$ cat src/rtl/rv32i_mc_ctrl.sv
// Multi-cycle RV32I control FSM: FETCH/DECODE/EXEC/MEM/WB/TRAP sequencing of a shared datapath.
// Optional performance counters are enabled by defining RV_CTRL_PERF_CNT_EN.
module rv32i_mc_ctrl #(
  parameter int unsigned TIMEOUT_CYCLES = 16,
  parameter logic [1:0]  RESET_PC_SEL   = 2'd0
) (
  input  logic        clk,
  input  logic        rst_n,
  output logic        imem_req,
  input  logic        imem_rdy,
  output logic        ir_we,
  input  logic [6:0]  opcode,
  input  logic [2:0]  funct3,
  input  logic        funct7b5,
  input  logic        br_taken,
  output logic        dmem_req,
  output logic        dmem_we,
  input  logic        dmem_rdy,
  output logic [2:0]  imm_sel,
  output logic [1:0]  alu_src_a,
  output logic        alu_src_b,
  output logic [1:0]  alu_op,
  output logic        rf_we,
  output logic [1:0]  wb_sel,
  output logic        pc_we,
  output logic [1:0]  pc_sel,
  output logic        trap,
  output logic [1:0]  trap_cause,
  output logic        halted,
  output logic        retired,
  output logic [31:0] perf_cycles,
  output logic [31:0] perf_instret
);

  localparam int unsigned CNT_W = (TIMEOUT_CYCLES < 2) ? 1 : $clog2(TIMEOUT_CYCLES + 1);
  localparam logic [CNT_W-1:0] CNT_MAX = '1;
  localparam logic [CNT_W-1:0] TO_LAST = CNT_W'((TIMEOUT_CYCLES == 0) ? 0 : TIMEOUT_CYCLES - 1);
  localparam bit TO_EN = (TIMEOUT_CYCLES != 0);

  localparam logic [2:0] S_FETCH  = 3'd0;
  localparam logic [2:0] S_DECODE = 3'd1;
  localparam logic [2:0] S_EXEC   = 3'd2;
  localparam logic [2:0] S_MEM    = 3'd3;
  localparam logic [2:0] S_WB     = 3'd4;
  localparam logic [2:0] S_TRAP   = 3'd5;

  localparam logic [3:0] C_LUI    = 4'd0;
  localparam logic [3:0] C_AUIPC  = 4'd1;
  localparam logic [3:0] C_JAL    = 4'd2;
  localparam logic [3:0] C_JALR   = 4'd3;
  localparam logic [3:0] C_BRANCH = 4'd4;
  localparam logic [3:0] C_LOAD   = 4'd5;
  localparam logic [3:0] C_STORE  = 4'd6;
  localparam logic [3:0] C_OPIMM  = 4'd7;
  localparam logic [3:0] C_OP     = 4'd8;
  localparam logic [3:0] C_FENCE  = 4'd9;

  localparam logic [6:0] OPC_LUI    = 7'b0110111;
  localparam logic [6:0] OPC_AUIPC  = 7'b0010111;
  localparam logic [6:0] OPC_JAL    = 7'b1101111;
  localparam logic [6:0] OPC_JALR   = 7'b1100111;
  localparam logic [6:0] OPC_BRANCH = 7'b1100011;
  localparam logic [6:0] OPC_LOAD   = 7'b0000011;
  localparam logic [6:0] OPC_STORE  = 7'b0100011;
  localparam logic [6:0] OPC_OPIMM  = 7'b0010011;
  localparam logic [6:0] OPC_OP     = 7'b0110011;
  localparam logic [6:0] OPC_MISC   = 7'b0001111;
  localparam logic [6:0] OPC_SYSTEM = 7'b1110011;

  localparam logic [2:0] IMM_I = 3'd0;
  localparam logic [2:0] IMM_S = 3'd1;
  localparam logic [2:0] IMM_B = 3'd2;
  localparam logic [2:0] IMM_U = 3'd3;
  localparam logic [2:0] IMM_J = 3'd4;

  localparam logic [1:0] A_RS1  = 2'd0;
  localparam logic [1:0] A_PC   = 2'd1;
  localparam logic [1:0] A_ZERO = 2'd2;
  localparam logic       B_RS2  = 1'b0;
  localparam logic       B_IMM  = 1'b1;

  localparam logic [1:0] ALU_ADD   = 2'd0;
  localparam logic [1:0] ALU_FUNCT = 2'd2;
  localparam logic [1:0] ALU_CMP   = 2'd3;

  localparam logic [1:0] WB_ALU  = 2'd0;
  localparam logic [1:0] WB_LOAD = 2'd1;
  localparam logic [1:0] WB_PC4  = 2'd2;

  localparam logic [1:0] PC_PLUS4 = 2'd0;
  localparam logic [1:0] PC_IMM   = 2'd1;
  localparam logic [1:0] PC_ALU   = 2'd2;

  localparam logic [1:0] CAUSE_ILLEGAL = 2'd0;
  localparam logic [1:0] CAUSE_ECALL   = 2'd1;
  localparam logic [1:0] CAUSE_BUS     = 2'd2;

  logic [2:0]       state_q, state_d;
  logic [3:0]       cls_q, cls_d;
  logic [CNT_W-1:0] cnt_q, cnt_d;
  logic [1:0]       cause_q, cause_d;
  logic             trap_pend_q, trap_pend_d;

  logic [3:0] dec_cls;
  logic       dec_legal;
  logic       dec_sys;
  logic       wait_c;
  logic [1:0] alu_a_c;
  logic       alu_b_c;
  logic [1:0] alu_op_c;

  // funct7b5 is resolved by the datapath's ALU decoder whenever alu_op selects funct decoding.
  logic unused_funct7b5;
  assign unused_funct7b5 = funct7b5;

  function automatic logic [2:0] imm_of(input logic [3:0] cls);
    case (cls)
      C_STORE:        imm_of = IMM_S;
      C_BRANCH:       imm_of = IMM_B;
      C_LUI, C_AUIPC: imm_of = IMM_U;
      C_JAL:          imm_of = IMM_J;
      default:        imm_of = IMM_I;
    endcase
  endfunction

  // Opcode classification of the freshly loaded instruction register.
  always_comb begin
    dec_cls   = C_OP;
    dec_legal = 1'b1;
    dec_sys   = 1'b0;
    case (opcode)
      OPC_LUI:    dec_cls = C_LUI;
      OPC_AUIPC:  dec_cls = C_AUIPC;
      OPC_JAL:    dec_cls = C_JAL;
      OPC_JALR: begin
        dec_cls   = C_JALR;
        dec_legal = (funct3 == 3'b000);
      end
      OPC_BRANCH: begin
        dec_cls   = C_BRANCH;
        dec_legal = (funct3 != 3'b010) && (funct3 != 3'b011);
      end
      OPC_LOAD:   dec_cls = C_LOAD;
      OPC_STORE:  dec_cls = C_STORE;
      OPC_OPIMM:  dec_cls = C_OPIMM;
      OPC_OP:     dec_cls = C_OP;
      OPC_MISC:   dec_cls = C_FENCE;
      OPC_SYSTEM: begin
        dec_sys   = 1'b1;
        dec_legal = 1'b0;
      end
      default:    dec_legal = 1'b0;
    endcase
  end

  // ALU operand/operation per latched class; held from EXEC through WB so JALR's target stays valid.
  always_comb begin
    alu_a_c  = A_RS1;
    alu_b_c  = B_RS2;
    alu_op_c = ALU_ADD;
    case (cls_q)
      C_LUI: begin
        alu_a_c = A_ZERO;
        alu_b_c = B_IMM;
      end
      C_AUIPC, C_JAL: begin
        alu_a_c = A_PC;
        alu_b_c = B_IMM;
      end
      C_JALR, C_LOAD, C_STORE: alu_b_c = B_IMM;
      C_OPIMM: begin
        alu_b_c  = B_IMM;
        alu_op_c = ALU_FUNCT;
      end
      C_OP:     alu_op_c = ALU_FUNCT;
      C_BRANCH: alu_op_c = ALU_CMP;
      default: ;
    endcase
  end

  // Next state and Moore/handshake outputs.
  always_comb begin
    state_d   = state_q;
    cls_d     = cls_q;
    cause_d   = cause_q;
    cnt_d     = cnt_q;
    wait_c    = 1'b0;
    imem_req  = 1'b0;
    ir_we     = 1'b0;
    dmem_req  = 1'b0;
    dmem_we   = 1'b0;
    imm_sel   = IMM_I;
    alu_src_a = A_RS1;
    alu_src_b = B_RS2;
    alu_op    = ALU_ADD;
    rf_we     = 1'b0;
    wb_sel    = WB_ALU;
    pc_we     = 1'b0;
    pc_sel    = PC_PLUS4;
    retired   = 1'b0;

    case (state_q)
      S_FETCH: begin
        imem_req = 1'b1;
        if (imem_rdy) begin
          ir_we   = 1'b1;
          state_d = S_DECODE;
        end else begin
          wait_c = 1'b1;
          if (TO_EN && (cnt_q == TO_LAST)) begin
            state_d = S_TRAP;
            cause_d = CAUSE_BUS;
          end
        end
      end
      S_DECODE: begin
        imm_sel = imm_of(dec_cls);
        cls_d   = dec_cls;
        if (dec_sys) begin
          state_d = S_TRAP;
          cause_d = CAUSE_ECALL;
        end else if (!dec_legal) begin
          state_d = S_TRAP;
          cause_d = CAUSE_ILLEGAL;
        end else begin
          state_d = S_EXEC;
        end
      end
      S_EXEC: begin
        imm_sel   = imm_of(cls_q);
        alu_src_a = alu_a_c;
        alu_src_b = alu_b_c;
        alu_op    = alu_op_c;
        case (cls_q)
          C_BRANCH: begin
            pc_we   = 1'b1;
            pc_sel  = br_taken ? PC_IMM : PC_PLUS4;
            retired = 1'b1;
            state_d = S_FETCH;
          end
          C_FENCE: begin
            pc_we   = 1'b1;
            retired = 1'b1;
            state_d = S_FETCH;
          end
          C_LOAD, C_STORE: state_d = S_MEM;
          default:         state_d = S_WB;
        endcase
      end
      S_MEM: begin
        imm_sel   = imm_of(cls_q);
        alu_src_a = alu_a_c;
        alu_src_b = alu_b_c;
        alu_op    = alu_op_c;
        dmem_req  = 1'b1;
        dmem_we   = (cls_q == C_STORE);
        if (dmem_rdy) begin
          if (cls_q == C_STORE) begin
            pc_we   = 1'b1;
            retired = 1'b1;
            state_d = S_FETCH;
          end else begin
            state_d = S_WB;
          end
        end else begin
          wait_c = 1'b1;
          if (TO_EN && (cnt_q == TO_LAST)) begin
            state_d = S_TRAP;
            cause_d = CAUSE_BUS;
          end
        end
      end
      S_WB: begin
        imm_sel   = imm_of(cls_q);
        alu_src_a = alu_a_c;
        alu_src_b = alu_b_c;
        alu_op    = alu_op_c;
        rf_we     = 1'b1;
        pc_we     = 1'b1;
        retired   = 1'b1;
        state_d   = S_FETCH;
        case (cls_q)
          C_JAL: begin
            wb_sel = WB_PC4;
            pc_sel = PC_IMM;
          end
          C_JALR: begin
            wb_sel = WB_PC4;
            pc_sel = PC_ALU;
          end
          C_LOAD:  wb_sel = WB_LOAD;
          default: ;
        endcase
      end
      S_TRAP: ;
      default: state_d = S_FETCH;
    endcase

    // Wait counter restarts on any transition and saturates while stalled.
    if (state_d != state_q) begin
      cnt_d = '0;
    end else if (wait_c && (cnt_q != CNT_MAX)) begin
      cnt_d = cnt_q + CNT_W'(1);
    end

    trap_pend_d = (state_d == S_TRAP) && (state_q != S_TRAP);

    if (!rst_n) begin
      imem_req  = 1'b0;
      ir_we     = 1'b0;
      dmem_req  = 1'b0;
      dmem_we   = 1'b0;
      imm_sel   = IMM_I;
      alu_src_a = A_RS1;
      alu_src_b = B_RS2;
      alu_op    = ALU_ADD;
      rf_we     = 1'b0;
      wb_sel    = WB_ALU;
      pc_we     = 1'b0;
      pc_sel    = RESET_PC_SEL;
      retired   = 1'b0;
    end
  end

  always_ff @(posedge clk) begin
    if (!rst_n) begin
      state_q     <= S_FETCH;
      cls_q       <= C_FENCE;
      cnt_q       <= '0;
      cause_q     <= CAUSE_ILLEGAL;
      trap_pend_q <= 1'b0;
    end else begin
      state_q     <= state_d;
      cls_q       <= cls_d;
      cnt_q       <= cnt_d;
      cause_q     <= cause_d;
      trap_pend_q <= trap_pend_d;
    end
  end

  assign trap       = rst_n & trap_pend_q;
  assign halted     = rst_n & (state_q == S_TRAP);
  assign trap_cause = rst_n ? cause_q : CAUSE_ILLEGAL;

`ifdef RV_CTRL_PERF_CNT_EN
  logic [31:0] perf_cycles_q, perf_cycles_d;
  logic [31:0] perf_instret_q, perf_instret_d;

  always_comb begin
    perf_cycles_d  = (state_q != S_TRAP) ? perf_cycles_q + 32'd1 : perf_cycles_q;
    perf_instret_d = retired ? perf_instret_q + 32'd1 : perf_instret_q;
  end

  always_ff @(posedge clk) begin
    if (!rst_n) begin
      perf_cycles_q  <= 32'd0;
      perf_instret_q <= 32'd0;
    end else begin
      perf_cycles_q  <= perf_cycles_d;
      perf_instret_q <= perf_instret_d;
    end
  end

  assign perf_cycles  = perf_cycles_q;
  assign perf_instret = perf_instret_q;
`else
  assign perf_cycles  = 32'd0;
  assign perf_instret = 32'd0;
`endif

endmodule
$ cat config.mk
export PLATFORM = sky130hd
export DESIGN_NAME = rv32i_mc_ctrl
export DESIGN_NICKNAME = d
export VERILOG_FILES = /design/src/rtl/rv32i_mc_ctrl.sv
export SDC_FILE = /design/constraint.sdc
export NUM_CORES = 1
export LEC_CHECK = 0
export BUFFER_PORTS_ARGS = -buffer_cell sky130_fd_sc_hd__buf_2
export CAP_MARGIN = 20
export CORE_AREA = 2 2 92 50
export CTS_CLUSTER_DIAMETER = 60
export CTS_CLUSTER_SIZE = 20
export DETAILED_ROUTE_END_ITERATION = 7
export DIE_AREA = 0 0 94 52
export PLACE_DENSITY = 0.87
export RECOVER_POWER = 25
export SYNTH_ARGS = -nofsm -noshare
export SYNTH_HDL_FRONTEND = slang
export SYNTH_SLANG_ARGS = --single-unit
$ cat constraint.sdc
create_clock -name clk -period 6.04 [get_ports clk]
set_clock_uncertainty 0.2 [all_clocks]
set_input_delay 0.302 -clock clk [delete_from_list [all_inputs] [get_ports clk]]
set_output_delay 0.302 -clock clk [all_outputs]
set_load 0.01 [all_outputs]
=== Word-level counts from Yosys, hierarchy flattened ===
Index checks and enable logic that the tools add are counted.
Widths: inputs -> output; s select.

* Register bits: 15
* Input bits: 16
* Output and inout port bits: 87
* Word-level logic and storage cells: 126

* Add/sub/neg operators: 1
* Equality and inequality tests: 39
* Multiplexer cells: 58
* Bitwise logic cells: 3
* Reductions and logical operators: 20

{| class="wikitable"
|+ Operators with widths
! cell !! count
|-
| $pmux 4 s9 || 1
|-
| $eq 7x7->1 const B || 4
|-
| $mux 2 || 13
|-
| $eq 4x3->1 const B || 6
|-
| $pmux 3 s4 || 2
|-
| $mux 1 || 23
|-
| $eq 7x6->1 const B || 3
|-
| $mux 3 || 7
|-
| $pmux 2 s2 || 5
|-
| $reduce_or 2->1 || 8
|-
| $pmux 3 s5 || 1
|-
| $eq 7x5->1 const B || 2
|-
| $eq 4x2->1 const B || 3
|-
| $pmux 3 s2 || 2
|-
| $eq 3x3->1 const B || 3
|-
| $eq 4x1->1 const B || 2
|-
| $eq 4x4->1 const B || 2
|-
| $logic_not 4->1 || 2
|-
| $reduce_or 8->1 || 1
|-
| $eq 7x2->1 const B || 1
|-
| $eq 7x4->1 const B || 1
|-
| $reduce_or 7->1 || 1
|-
| $eq 3x2->1 const B || 2
|-
| $logic_not 3->1 || 2
|-
| other kinds (17) || 24
|}

=== Logic depth before layout (Yosys ltp) ===
* Depth in word-level cells: 8
* Mapped depth: 8
* Depth with buffers taken out: 8

=== Least setup slack after synthesis ===
Ideal clock, no wire load.

* Kind: reg-to-output
* From: register state_q[1]
* To: output alu_src_a[1]
* Arrival: 1.411 ns
* Data required time: 5.538 ns
* Slack: 4.127 ns
* Cell stages (with the launch flop): 7
* Buffers on the path: 2
* Path through: dfxtp_1 > buf_2 > nor3b_2 > o21ai_1 > or2_1 > clkbuf_1 > nor4_1

* Word-level cells in the longest chain between the ends: 4
* Elaborated cells on any way between the ends: 6
* Those cells by class: 3 x eq/ne; 2 x mux; 1 x reduce/logical

{| class="wikitable"
|+ RTL lines
! element !! line !! RTL
|-
| from (decl) || 98 || <nowiki>logic [2:0] state_q, state_d;</nowiki>
|-
| from (signal assigned) || 333 || <nowiki>state_q <= state_d;</nowiki>
|-
| $eq 3x3->1 or $eq 3x2->1 (tied branches) || 202 || <nowiki>case (state_q)</nowiki>
|-
| $reduce_or 3->1 (no line) * || -- ||
|-
| $mux 2 * || 202 ||
|-
| $mux 2 * || 308 || <nowiki>if (!rst_n) begin</nowiki>
|-
| to (decl) || 20 || <nowiki>output logic [1:0] alu_src_a,</nowiki>
|}

Mark *: on every way between the ends. The rest lies on a longest branch, timed or not.

=== Worst setup path after layout ===
* From: register state_q[1]
* To: output imm_sel[1]

* Word-level cells in the longest chain between the ends: 4
* Elaborated cells on any way between the ends: 7
* Those cells by class: 4 x eq/ne; 2 x mux; 1 x reduce/logical

{| class="wikitable"
|+ RTL lines
! element !! line !! RTL
|-
| $eq 3x3->1 or $eq 3x2->1 (tied branches) || 202 ||
|-
| $reduce_or 3->1 (no line) || -- ||
|-
| $pmux 3 s2 * || 202 ||
|-
| $mux 3 * || 308 ||
|-
| to (decl) || 19 || <nowiki>output logic [2:0] imm_sel,</nowiki>
|}

Marks and branches as above.

==> flow_summary.yaml <==
cts:
  cts_setup_buffers: 0
  insertion_delay_ps: 250
  cts_root_buffer: "clkbuf_8"
  ctsResizeCount: 0
  cts.clk_slew.worst_paths_ps: 70
  clockBufferDepth: 2
  cts_made_buffers: 3
  h-tree-depth: 1
  clock_sinks: 15
  cts_tree: "built"
  postCtsHoldBufs: 0
timing:
  period_share_pct: 44.09
  relSlewSlack_pct: 49.00
  rsz0062_at_grt: "false"
  drv_slew: 0
  setup_ws_ps: 3377
  tns_ps: 0
  hold_viol: 0
  period_needed_ps: 2663
  worstMarginPinSlew_ps: 764.0
  setup_viol: 0
  clock.fmax_mhz: 375.5
synthesis:
  synthCells: 267
  syn_area_um2: 1942
  synth_most_common_cell: "buf_4"
  ys_warn_count: 0
  ys_ff_latch: 15
  synth_mux_area_share_pct: 0.5155
  synth_cell_types: 60
  synth_top_cell_by_area: "buf_4"
  synth-xor-area-share_pct: 2.255
  synthSimpleGateAreaFrac_pct: 30.54
  synth_top_cells_by_count: "67 x buf_4, 28 x nor2_1, 17 x nand2_1"
  syn_area_per_cell_um2: 7.273
  synth_top_area_share_pct: 25.90
  yosys-top-cells-area: "buf_4 26%, dfxtp_1 15%, nor2_1 5.4%, a21oi_1 3.6%, nand2_1 3.3%"
  synth_compound_area_share_pct: 18.56
  synth_seq_area_share_pct: 15.46
  ys_async_sr_fraction_pct: 0
  synth_edf_count: 0
  synth_top_family_by_area: "buffers and inverters"
  yosys.area_share.adder_pct: 1.933
  ys.flop_type: "dfxtp_1"
die:
  dieArea_um2: 4888
  start_util_pct: 46.82
  num_io_pins: 103
  num_rows: 17
  die_w_um: 94
  die_h_um: 52
  core_area_um2: 4148
global_routing:
  grt_usage_pct: 15.61
  grt_pass1_wl_um: 6044
  grt_overflow_total: 0
  grt_max_degree: 26
  grt_pass1_vias: 1243
  antenna_found_initial: 0
worst_setup_path:
  end_kind: "primary output"
  cp.required_ps: 5540
  crit_path_max_fanout: 18
  crit_type: "reg -> out"
  crit_arrival_ps: 2160
  startpoint_type: "register"
placement:
  dp_hpwl_um: 3252
  port-buffer-count: 37
  place_ws_ps: 3698
  gp_congestion: 0.8773
routing:
  drc: 0
  postRouteWirelength_um: 4042
  drt_iter0_drc: 231
  wire_per_inst_um: 11.61
  vias_per_cell: 4.957
  first_pass_iters: 4
  ant_nets: 0
  vias: 1725
power_and_ir_drop:
  ir_drop_v: 0.00006637
  pwr-share-clk_pct: 28.9
  p_sw_share_pct: 37.94
  p_seq_share_pct: 40.4
  comb_power_share_pct: 30.7
  power_density_nw_per_um2: 152.0
  power.switching_mw: 0.1098
  leakagePower_nw: 0.9010
  p_int_mw: 0.1795
final_layout:
  layout.nets: 311
  area_delta_synth_final_pct: -1.997
  drive_gt1_share_pct: 17.18
  diodes: 0
flow_run:
  maxCapViolCount: 0
hold_path:
  hold_class: "in -> reg"
outcome:
  status: "completed"
-- layout by cell type, fill, tap and decap left out, drive strengths merged, types with 3 or more instances in the layout --
master	Yosys	final
conb	1	64
buf	75	36
nor2	28	28
nand2	18	18
dfxtp	15	15
a21oi	15	15
o21ai	10	10
nor3	8	8
and2	8	8
nand2b	6	6
inv	5	5
and3	5	5
o21a	4	4
nand3	4	4
nor4b	4	4
clkbuf	5	4
and2b	4	4
xnor2	3	3
nor2b	3	3
a211oi	3	3
ha	3	3
o311ai	3	3
and3b	3	3
-- worst paths after layout --
check | startpoint | end | slack [ps] | cells past startpoint
worst min register to register | cnt_q[3] | cnt_q[3] | 310 | 2
worst max-delay path | state_q[1] | imm_sel[1] | 3380 | 6
worst max register to register | cnt_q[0] | trap_pend_q | 3850 | 7
worst min-delay path | opcode[0] | cls_q[0] | 300 | 3
-- area by class of cell --
type | count | area [µm²]
Fill cell | 418 | 2245
Tap cell | 57 | 71.32
Multi-Input combinational cell | 230 | 1282
Timing Repair Buffer | 37 | 183.9
Sequential cell | 15 | 300.3
Inverter | 5 | 18.77
Clock buffer | 3 | 41.29
Clock inverter | 1 | 5.005
-- through the flow --
step                hold slack, ps  area (µm²)  utilization (%)  cells  power [mW]
floorplan                    271.6        2178                -    330      0.2204
global placement             289.4        1861            44.86    344      0.2035
detailed placement           301.6        1861            44.86    344      0.2059
CTS                          162.5        1907            45.97    348      0.2878
global route                 304.2        1903            45.88    348      0.3070
finish                       301.5        1903            45.88    348      0.2893
-- metal layers --
layer,vias to the layer above,track usage [%],part of all wire (%)
li1,841,-,-
met1,781,24.93,49
met2,99,21.31,40
met3,4,2.319,10
met4,0,3.623,0.84
met5,-,0,0
-- state kept, by name, indices dropped and copies added, names as in the netlist --
name / flops
cause_q: 2
trap_pend_q: 1
cls_q: 4
state_q: 3
cnt_q: 5
-- cells by family after synthesis --
kind of cell               count (synthesis)
AOI/OAI and AO/OA                         52
xor gates and xnor gates                   5
adders and majority gates                  3
buffers and inverters                     85
DFF                                       15
muxes                                      1
other                                      1
and+or+nand+nor                          105
-- power by group through the flow --
stage                     clock network (mW)  logic, mW  registers, mW
after CTS                             0.0838     0.0872          0.117
final                                 0.0836     0.0888          0.117
after global routing                  0.0905     0.0985          0.118
after global placement                     0     0.0849          0.119
after floorplan                            0      0.110          0.110
after detailed placement                   0     0.0870          0.119
-- critical path, cell delays in order (launching register included) --
cell     delay (ps)
dfxtp_1         680
and2b_1         290
o21ai_1         140
or2_1           340
a211o_1         250
o31ai_1          60
buf_2           170
Power figures use the tool's default switching activity.
